$ cat src/rtl/fifo_address_sync_level.sv
// fifo_address_sync_level: single-clock FIFO address, fill-level and flag generator for an external dual-port RAM.
// Optional peak-level watermark (peak_clear/peak_level) when FIFO_ADDRESS_PEAK_LEVEL_EN is defined.
module fifo_address_sync_level #(
    parameter int C_ADDRESS_WIDTH       = 4,
    parameter int C_ALMOST_FULL_THRESH  = 12,
    parameter int C_ALMOST_EMPTY_THRESH = 2
) (
    input  logic                       aclk,
    input  logic                       aresetn,
    input  logic                       s_axis_valid,
    output logic                       s_axis_ready,
    output logic                       s_axis_empty,
    output logic [C_ADDRESS_WIDTH-1:0] s_axis_waddr,
    output logic [C_ADDRESS_WIDTH:0]   s_axis_room,
    input  logic                       m_axis_ready,
    output logic                       m_axis_valid,
    output logic [C_ADDRESS_WIDTH-1:0] m_axis_raddr_next,
    output logic [C_ADDRESS_WIDTH:0]   m_axis_level,
    output logic                       almost_full,
    output logic                       almost_empty
`ifdef FIFO_ADDRESS_PEAK_LEVEL_EN
    ,
    input  logic                       peak_clear,
    output logic [C_ADDRESS_WIDTH:0]   peak_level
`endif
);
    localparam int AW = C_ADDRESS_WIDTH;
    localparam logic [AW:0] DEPTH = (AW+1)'(2**AW);
    localparam logic [AW:0] AF = (AW+1)'(C_ALMOST_FULL_THRESH);
    localparam logic [AW:0] AE = (AW+1)'(C_ALMOST_EMPTY_THRESH);
    logic [AW:0] wptr, rptr, rptr_next, level, level_next;
    logic wr, rd;
    always_comb begin
        wr = s_axis_valid & s_axis_ready;
        rd = m_axis_valid & m_axis_ready;
        rptr_next = rptr + {{AW{1'b0}}, rd};
        level_next = level + {{AW{1'b0}}, wr} - {{AW{1'b0}}, rd};
    end
    assign s_axis_waddr = wptr[AW-1:0];
    assign m_axis_raddr_next = rptr_next[AW-1:0];
    assign m_axis_level = level;
    // Every flag is registered from level_next so all of them switch on the same edge as level.
    always_ff @(posedge aclk or negedge aresetn) begin
        if (!aresetn) begin
            wptr <= '0;
            rptr <= '0;
            level <= '0;
            s_axis_ready <= 1'b1;
            s_axis_empty <= 1'b1;
            m_axis_valid <= 1'b0;
            almost_full <= 1'b0;
            almost_empty <= 1'b1;
            s_axis_room <= DEPTH;
        end else begin
            wptr <= wptr + {{AW{1'b0}}, wr};
            rptr <= rptr_next;
            level <= level_next;
            s_axis_ready <= level_next != DEPTH;
            s_axis_empty <= level_next == '0;
            m_axis_valid <= level_next != '0;
            almost_full <= level_next >= AF;
            almost_empty <= level_next <= AE;
            s_axis_room <= DEPTH - level_next;
        end
    end
`ifdef FIFO_ADDRESS_PEAK_LEVEL_EN
    always_ff @(posedge aclk or negedge aresetn) begin
        if (!aresetn) peak_level <= '0;
        else peak_level <= (peak_clear || level_next > peak_level) ? level_next : peak_level;
    end
`endif
endmodule

$ cat config.mk
export PLATFORM = sky130hd
export DESIGN_NAME = fifo_address_sync_level
export DESIGN_NICKNAME = d
export VERILOG_FILES = /design/src/rtl/fifo_address_sync_level.sv
export SDC_FILE = /design/constraint.sdc
export NUM_CORES = 1
export LEC_CHECK = 0
export CAP_MARGIN = 20
export CORE_ASPECT_RATIO = 1.25
export CORE_MARGIN = 3
export CORE_UTILIZATION = 28
export CTS_CLUSTER_DIAMETER = 200
export DETAILED_ROUTE_END_ITERATION = 12
export PLACE_DENSITY = 0.54
export SYNTH_ARGS = -nofsm -noshare
export SYNTH_HDL_FRONTEND = slang
export SYNTH_SLANG_ARGS = --single-unit
$ cat constraint.sdc
create_clock -name aclk -period 7.4 [get_ports aclk]
set_input_delay 1.48 -clock aclk [delete_from_list [all_inputs] [get_ports aclk]]
set_output_delay 1.48 -clock aclk [all_outputs]
set_load 0.02 [all_outputs]
Word-level counts from Yosys, hierarchy flattened:

Index checks and enable logic that the tools add are counted.
Widths: inputs -> output; s select.

* bits of input ports: 4
* output and inout bits: 23
* flip-flop bits (word level): 25
* word-level logic and storage cells: 21

* reduce and logical (&&, ||, !) cells: 2
* $add $sub $neg: 5
* eq/ne operators: 1
* bitwise gates (word level): 2
* order comparisons: 2

Operators with widths (count)
* $add 5x1->5: 3
* $ge 5x4->1 const B: 1
* $le 5x2->1 const B: 1
* $logic_not 5->1: 1
* $ne 5x5->1 const B: 1
* $reduce_bool 5->1: 1
* $sub 5x1->5: 1
* $sub 5x5->5 const A: 1
* $and 1x1->1: 2

Logic depth before layout (Yosys ltp):

Gate-level depths: netlist of the first run.

* word-level depth: 4
* depth in mapped cells: 12
* gate-level depth less buffers: 12

Least setup slack after synthesis of the first run:

Ideal clock, no wire load.

* kind: input-to-output
* from: input port m_axis_ready
* to: output port m_axis_raddr_next[2]
* slack: 3703 ps
* arrival time: 2217 ps
* stages on the path: 3
* buffers on the path: 0
* path through: and3_1 -> ha_1 -> xor2_1

* word-level cells in the longest chain between the ends: 2

RTL lines
* from (decl): RTL line 15 `input logic m_axis_ready,`
* $and 1x1->1: RTL line 35 `rd = m_axis_valid & m_axis_ready;`
* $add 5x1->5: RTL line 36 `rptr_next = rptr + {{AW{1'b0}}, rd};`
* to (decl): RTL line 17 `output logic [C_ADDRESS_WIDTH-1:0] m_axis_raddr_next,`

Every way passes these cells.

Worst setup path after layout of the first run:

Ends and elaborated chain as after synthesis.

==> flow_metrics.env, run 1 <==
export IMPL_status="completed"
export IMPL_synth_area_per_cell_um2=13.3
export IMPL_cts_setup_buffers=0
export IMPL_period_share_pct=62.4
export IMPL_cts_resized=0
export IMPL_arrival_ns=3.14
export IMPL_syn_nets=86
export IMPL_startpoint_type="input port"
export IMPL_grtUsageTotal_pct=9.09
export IMPL_relSlewSlack_pct=37.3
export IMPL_totalNegativeSetupSlack_ns=0
export IMPL_worstSetupStartpoint="m_axis_ready"
export IMPL_worstPathMaxFanout=3
export IMPL_ant_nets=0
export IMPL_drive_gt1_share_pct=11.0
export IMPL_finClkSkew_ns=0.000888
export IMPL_cts_tree="done"
export IMPL_root_buffer="clkbuf_4"
export IMPL_die_height_um=70.9
export IMPL_post_dp_hpwl_mm=1.25
export IMPL_n_antenna_cell=0
export IMPL_globalRouteOverflowTotal=0
export IMPL_syn_inst=71
export IMPL_port_buffers=26
export IMPL_io_pins=27
export IMPL_crit_chain="clkdlybuf4s50_1, and3_1, ha_1, xor2_1, clkdlybuf4s50_1"
export IMPL_worstMarginPinSlew_ns=0.938
export IMPL_drc=0
export IMPL_rsz0062_at_grt="no"
export IMPL_period_needed_ns=4.62
export IMPL_synth_area_um2=943
export IMPL_drt_pre_antenna_iters=2
export IMPL_ys_seq_area_share_pct=58.9
export IMPL_grt_pass1_vias=619
export IMPL_area_growth_pct=35.4
export IMPL_yosysWarnings=0
export IMPL_crit_type="input port to primary output"
export IMPL_core_rowCount=22
export IMPL_clk_pin_slew_ns=0.12
export IMPL_core_um2=3080
export IMPL_clock_latency_ns=0.30
export IMPL_die_area_um2=4110
export IMPL_finalNetCount=116
export IMPL_drv_slew=0
export IMPL_vias=571
export IMPL_cts_buffers=3
export IMPL_min_from="rptr[3]$_DFF_PN0_"
export IMPL_cp_slowest_cell="clkdlybuf4s50_1"
export IMPL_wl_per_cell_um=12.0
export IMPL_avgViaCountPerCell=4.20
export IMPL_start_util_pct=30.6
export IMPL_cts_max_path_buffers=2
export IMPL_finalHoldViolCount=0
export IMPL_ys_types=18
export IMPL_crit_path_frequent_cell="clkdlybuf4s50_1"
export IMPL_required_ns=5.92
export IMPL_min_path_type="flop to flop"
export IMPL_cts_max_level=1
export IMPL_cap_violations=0
export IMPL_cp_top_family="buffers and inverters"
export IMPL_totalWireLength_mm=1.63
export IMPL_gp_congestion=0.675
export IMPL_timing_rr_start="s_axis_ready$_DFF_PN1_"
export IMPL_grt_max_degree=23
export IMPL_slowest_delay_ns=0.63
export IMPL_ctsHoldBuffers=0
export IMPL_drtIter0Drc=20
export IMPL_grt_pass1_wl_mm=2.87
export IMPL_cts_sinks=22
export IMPL_die_w_um=57.9
export IMPL_fmax_mhz=217
export IMPL_ys_ff_latch=22
export IMPL_antenna_found_initial=0
export IMPL_setup_viol=0
export IMPL_crit_buf_inv=2
export IMPL_worstSetupEndpointType="primary output"
layout make-up:
type,count,area [um2]
multi-input combinational,38,343
sequential,22,556
timing repair buffer,26,260
clock buffer,4,36.3
tap,36,45.0
inverter,10,37.5
fill,322,1810
layer usage:
metal  track usage, %  share of wire, %  up-vias
met3             2.01               5.4        2
met1             12.5                47      269
met4             5.41              0.86        0
li1                 -                 -      287
met5                0                 0        -
met2             12.9                47       13
logic make-up (layout without fill, tap and decap cells):
logic type,after synthesis,in the layout,share of synthesized area [%]
xor+xnor,11,11,10.2
simple gates,10,10,5.17
buf+inv,11,40,4.78
fa+ha+maj,11,11,15.4
compound gates,6,6,5.57
flops,22,22,58.9
cells in the final DEF, fill, tap and decap left out, drive strengths merged:
| cell | instances |
|---|---|
| a2111oi | 1 |
| a21o | 3 |
| a21oi | 2 |
| and3 | 1 |
| clkbuf | 4 |
| clkdlybuf4s50 | 26 |
| dfrtp | 18 |
| dfstp | 4 |
| fa | 1 |
| ha | 10 |
| inv | 10 |
| nand2 | 4 |
| nand3 | 3 |
| nor3 | 1 |
| nor3b | 1 |
| xnor2 | 8 |
| xor2 | 3 |
worst paths after layout:
| path | depth (start not counted) | slack [ns] | to |
|---|---|---|---|
| max | 5 | 2.78 | m_axis_raddr_next[2] |
| min | 1 | 0.49 | rptr[3]$_DFF_PN0_ |
| max reg2reg | 11 | 4.84 | s_axis_room[4]$_DFF_PN1_ |
| min reg2reg | 1 | 0.49 | rptr[3]$_DFF_PN0_ |
| max in group asynchronous | 1 | 5.14 | m_axis_level[2]$_DFF_PN0_ |
| min in group asynchronous | 1 | 1.69 | wptr[3]$_DFF_PN0_ |
sequential cells by signal, summed over array words and instances (netlist names):
register      flops
almost_empty      1
almost_full       1
m_axis_level      4
m_axis_valid      1
rptr              4
s_axis_empty      1
s_axis_ready      1
s_axis_room       5
wptr              4
metrics by stage:
stage / util (%) / hold WS (ns) / area, um2 / cells / setup slack [ns]
2_1_floorplan: - / 0.569 / 943 / 71 / 3.70
3_3_place_gp: 40.3 / 0.463 / 1240 / 132 / 2.78
3_5_place_dp: 40.3 / 0.474 / 1240 / 132 / 2.78
4_1_cts: 41.4 / 0.494 / 1280 / 136 / 2.76
5_1_grt: 41.4 / 0.510 / 1280 / 136 / 2.65
6_report: 41.4 / 0.488 / 1280 / 136 / 2.78
Yosys cell counts (all sizes together):
cell type | count | area (um2)
fa | 1 | 20.0
xnor2 | 8 | 70.1
inv | 10 | 37.5
a2111oi | 1 | 15.0
buf | 1 | 7.51
nand3 | 3 | 15.0
nor3 | 1 | 5.00
xor2 | 3 | 26.3
a21o | 3 | 23.8
nand2 | 4 | 15.0
and3 | 1 | 6.26
dfstp | 4 | 105
ha | 10 | 125
a21oi | 2 | 13.8
dfrtp | 18 | 450
nor3b | 1 | 7.51
Power of run 1 is not shown: default switching activity piles up to over one toggle a cycle in this logic, so the estimate is an artifact.
==> run 2, diff against run 1 <==
- clock period: 7.4 -> 4.65 ns (I/O delays scaled with it)
==> run 2 against run 1 <==
  * Non-clock buffer count rose by 1
  * Die area did not move
  * Critical endpoint unchanged
  * Sequential share of layout area fell by 0.92 points
  * Flip-flop and latch count did not move
  * Highest routed layer unchanged
==> flow_metrics.env, run 2 (synthesized netlist as in run 1, its figures left out) <==
export IMPL_die_area_um2=4110
export IMPL_totalNegativeSetupSlack_ns=0
export IMPL_setup_viol=0
export IMPL_reg2regPathDepth=11
export IMPL_worstSetupStartpoint="m_axis_ready"
export IMPL_grt_pass1_wl_mm=2.77
export IMPL_core_rowCount=22
export IMPL_top_register="s_axis_room"
export IMPL_totalWireLength_mm=1.65
export IMPL_fmax_mhz=284
export IMPL_timing_rr_start="s_axis_ready$_DFF_PN1_"
export IMPL_status="completed"
export IMPL_cap_violations=0
export IMPL_cts_resized=0
export IMPL_worstMarginPinSlew_ns=0.536
export IMPL_worstSetupEndpointType="primary output"
export IMPL_drc=0
export IMPL_grt_pass1_vias=608
export IMPL_core_um2=3080
export IMPL_area_growth_pct=38.3
export IMPL_globalRouteOverflowTotal=0
export IMPL_drive_gt1_share_pct=11.9
export IMPL_gp_congestion=0.674
export IMPL_rsz0062_at_grt="no"
export IMPL_largest_reg_flops=5
export IMPL_cts_max_level=1
export IMPL_drv_slew=0
export IMPL_cts_buffers=3
export IMPL_post_dp_hpwl_mm=1.22
export IMPL_min_path_type="flop to flop"
export IMPL_cts_sinks=22
export IMPL_drt_pre_antenna_iters=4
export IMPL_clk_pin_slew_ns=0.12
export IMPL_start_util_pct=30.6
export IMPL_io_pins=27
export IMPL_period_needed_ns=3.52
export IMPL_wl_per_cell_um=12.0
export IMPL_drtIter0Drc=17
export IMPL_n_antenna_cell=0
export IMPL_worst_r2r_setup_slack_ns=2.10
export IMPL_port_buffers=26
export IMPL_ant_nets=0
export IMPL_root_buffer="clkbuf_4"
export IMPL_clock_latency_ns=0.30
export IMPL_finalHoldViolCount=0
export IMPL_min_from="rptr[3]$_DFF_PN0_"
export IMPL_cts_setup_buffers=0
export IMPL_timing_rr_end="s_axis_room[4]$_DFF_PN1_"
export IMPL_hold_end="rptr[3]$_DFF_PN0_"
export IMPL_vias=569
export IMPL_startpoint_type="input port"
export IMPL_die_w_um=57.9
export IMPL_fill_cells=310
export IMPL_grtUsageTotal_pct=8.82
export IMPL_crit_type="input port to primary output"
export IMPL_required_ns=3.72
export IMPL_antenna_found_initial=0
export IMPL_worstPathMaxFanout=3
export IMPL_cts_tree="done"
export IMPL_relSlewSlack_pct=64.2
export IMPL_final_cell_mix="clkdlybuf4s50_1, dfrtp_1, inv_1, ha_1, xnor2_1"
export IMPL_grt_max_degree=23
export IMPL_die_height_um=70.9
export IMPL_finClkSkew_ns=0.00199
export IMPL_avgViaCountPerCell=4.15
export IMPL_ctsHoldBuffers=0
export IMPL_finalNetCount=117
export IMPL_final_common_cell="clkdlybuf4s50_1"
export IMPL_cts_max_path_buffers=2
export IMPL_period_share_pct=75.6
export IMPL_min_path_cells=1
export IMPL_arrival_ns=2.59
-- run 2: cell count changes in the layout (fill, tap and decap cells not counted), sizes merged --
cell	delta
buf	+1
-- run 2: how the worst max path moves through the flow --
stage,endpoint,slack (ns),depth (start not counted)
4_1_cts,m_axis_raddr_next[2],1.12,5
3_3_place_gp,m_axis_raddr_next[2],1.13,5
3_5_place_dp,m_axis_raddr_next[2],1.14,5
2_1_floorplan,s_axis_room[4]$_DFF_PN1_,1.87,11
6_report,m_axis_raddr_next[2],1.13,5
5_1_grt,m_axis_raddr_next[2],1.05,5
-- run 2: layout make-up --
type / instances / area, um2 / share of cell area [%]
Tap cell: 36 / 45.0 / 3.45
Clock buffer: 4 / 36.3 / 2.78
Multi-Input combinational cell: 38 / 343 / 26.3
Sequential cell: 22 / 556 / 42.6
Timing Repair Buffer: 27 / 288 / 22.1
Inverter: 10 / 37.5 / 2.88
-- run 2: critical path, cell delays in order --
cell and delay [ns]:
clkdlybuf4s50_1 0.50, and3_1 0.19, ha_1 0.16, xor2_1 0.18, clkdlybuf4s50_1 0.63
-- run 2: per-layer routing --
metal | part of all wire [%] | GRT usage, %
met5 | 0 | 0
met4 | 1.2 | 4.64
met3 | 5.3 | 2.01
met2 | 46 | 12.9
met1 | 47 | 12.0
-- run 2: metrics by stage --
step | utilization (%) | instances | instance area [um2] | setup WS (ns) | hold WS (ns)
finish | 42.3 | 137 | 1310 | 1.13 | 0.482
global route | 42.3 | 137 | 1310 | 1.05 | 0.520
CTS | 41.4 | 136 | 1280 | 1.12 | 0.491
detailed placement | 40.3 | 132 | 1240 | 1.14 | 0.469
global placement | 40.3 | 132 | 1240 | 1.13 | 0.463
floorplan | - | 71 | 943 | 1.87 | 0.569
Power of run 2 is left out for the same reason.
==> run 3, diff against run 2 <==
- clock period: 4.65 -> 3.3 ns (I/O delays scaled with it)
==> run 3 against run 2 <==
  * Utilization up 0.081 points
  * Highest routed layer unchanged
  * Worst setup slack lost 0.83 ns
  * Global-route usage grew 0.57 points
  * Final cell count is 1.5% higher
  * Critical path type unchanged
  * Hold slack got worse by 0.0050 ns
  * Non-clock buffer count up 2
  * Sequential share of layout area is 0.081 points lower
==> flow_metrics.env, run 3 (synthesized netlist as in run 1, its figures left out) <==
export IMPL_drtIter0Drc=5
export IMPL_grtUsageTotal_pct=9.39
export IMPL_vias=576
export IMPL_start_util_pct=30.6
export IMPL_worstSetupEndpointType="primary output"
export IMPL_gp_congestion=0.685
export IMPL_antenna_found_initial=0
export IMPL_top_register="s_axis_room"
export IMPL_cts_resized=0
export IMPL_die_area_um2=4110
export IMPL_required_ns=2.64
export IMPL_ctsHoldBuffers=0
export IMPL_drv_slew=0
export IMPL_startpoint_type="input port"
export IMPL_worstMarginPinSlew_ns=0.522
export IMPL_relSlewSlack_pct=64.9
export IMPL_grt_max_degree=23
export IMPL_period_needed_ns=3.00
export IMPL_io_pins=27
export IMPL_min_path_type="flop to flop"
export IMPL_placed_cells=134
export IMPL_cap_violations=0
export IMPL_globalRouteOverflowTotal=0
export IMPL_cts_sinks=22
export IMPL_ant_nets=0
export IMPL_die_w_um=57.9
export IMPL_finalNetCount=119
export IMPL_area_growth_pct=38.6
export IMPL_finalHoldViolCount=0
export IMPL_wl_per_cell_um=11.7
export IMPL_setup_viol=0
export IMPL_root_buffer="clkbuf_4"
export IMPL_post_dp_hpwl_mm=1.26
export IMPL_drt_pre_antenna_iters=2
export IMPL_cts_setup_buffers=0
export IMPL_cts_max_level=1
export IMPL_period_share_pct=90.9
export IMPL_grt_pass1_wl_mm=2.95
export IMPL_totalWireLength_mm=1.63
export IMPL_die_height_um=70.9
export IMPL_port_buffers=26
export IMPL_drc=0
export IMPL_finClkSkew_ns=0.00109
export IMPL_arrival_ns=2.34
export IMPL_fill_cells=303
export IMPL_cts_buffers=3
export IMPL_final_common_cell="clkdlybuf4s50_1"
export IMPL_core_um2=3080
export IMPL_rsz0062_at_grt="no"
export IMPL_n_antenna_cell=0
export IMPL_avgViaCountPerCell=4.14
export IMPL_largest_reg_flops=5
export IMPL_fmax_mhz=334
export IMPL_clock_latency_ns=0.30
export IMPL_cts_max_path_buffers=2
export IMPL_core_rowCount=22
export IMPL_status="completed"
export IMPL_drive_gt1_share_pct=13.6
export IMPL_cts_tree="done"
export IMPL_instances_no_fill=139
export IMPL_totalNegativeSetupSlack_ns=0
export IMPL_crit_type="input port to primary output"
export IMPL_grt_pass1_vias=644
export IMPL_worstPathMaxFanout=3
export IMPL_clk_pin_slew_ns=0.11
export IMPL_final_cell_mix="clkdlybuf4s50_1, dfrtp_1, inv_1, ha_1, xnor2_1"
==> run 3: cell types whose count changed in the layout (fill, tap and decap cells not counted) <==
cell    previous run  this run
buf_4              0         2
buf_16             1         0
buf_8              0         1
==> run 3: worst max-delay path, stage by stage <==
cell             delay, ns
clkdlybuf4s50_1       0.49
and3_1                0.20
ha_1                  0.16
xor2_1                0.19
clkdlybuf4s50_1       0.64
==> run 3: routing by layer <==
layer / routed length (um) / track usage, % / vias to the layer above
li1: - / - / 291
met1: 711 / 12.2 / 270
met2: 812 / 13.8 / 13
met3: 87 / 2.01 / 2
met4: 14 / 6.19 / 0
met5: 0 / 0 / -
==> run 3: layout make-up <==
type	count	area, um2	area share [%]
Timing Repair Buffer	29	290	22.2
Clock buffer	4	36.3	2.78
Sequential cell	22	556	42.5
Multi-Input combinational cell	38	343	26.2
Inverter	10	37.5	2.87
Tap cell	36	45.0	3.44
==> run 3: metrics by stage <==
step	hold WS, ns	util [%]	cell area (um2)	setup slack [ns]
after global routing	0.519	42.4	1310	0.234
after global placement	0.459	40.7	1260	0.205
after detailed placement	0.462	40.7	1260	0.206
final	0.477	42.4	1310	0.302
after floorplan	0.364	-	943	0.789
after CTS	0.485	41.9	1290	0.293
==> run 3: final timing paths <==
kind	startpoint	end	slack, ns	cells after the start
min in group asynchronous	aresetn	s_axis_room[3]$_DFF_PN0_	0.66	1
max reg2reg	s_axis_ready$_DFF_PN1_	s_axis_room[4]$_DFF_PN1_	0.81	11
min	rptr[3]$_DFF_PN0_	rptr[3]$_DFF_PN0_	0.48	1
max in group asynchronous	aresetn	s_axis_room[4]$_DFF_PN1_	2.12	2
max	m_axis_ready	m_axis_raddr_next[2]	0.30	5
min reg2reg	rptr[3]$_DFF_PN0_	rptr[3]$_DFF_PN0_	0.48	1
Power of run 3 is left out for the same reason.
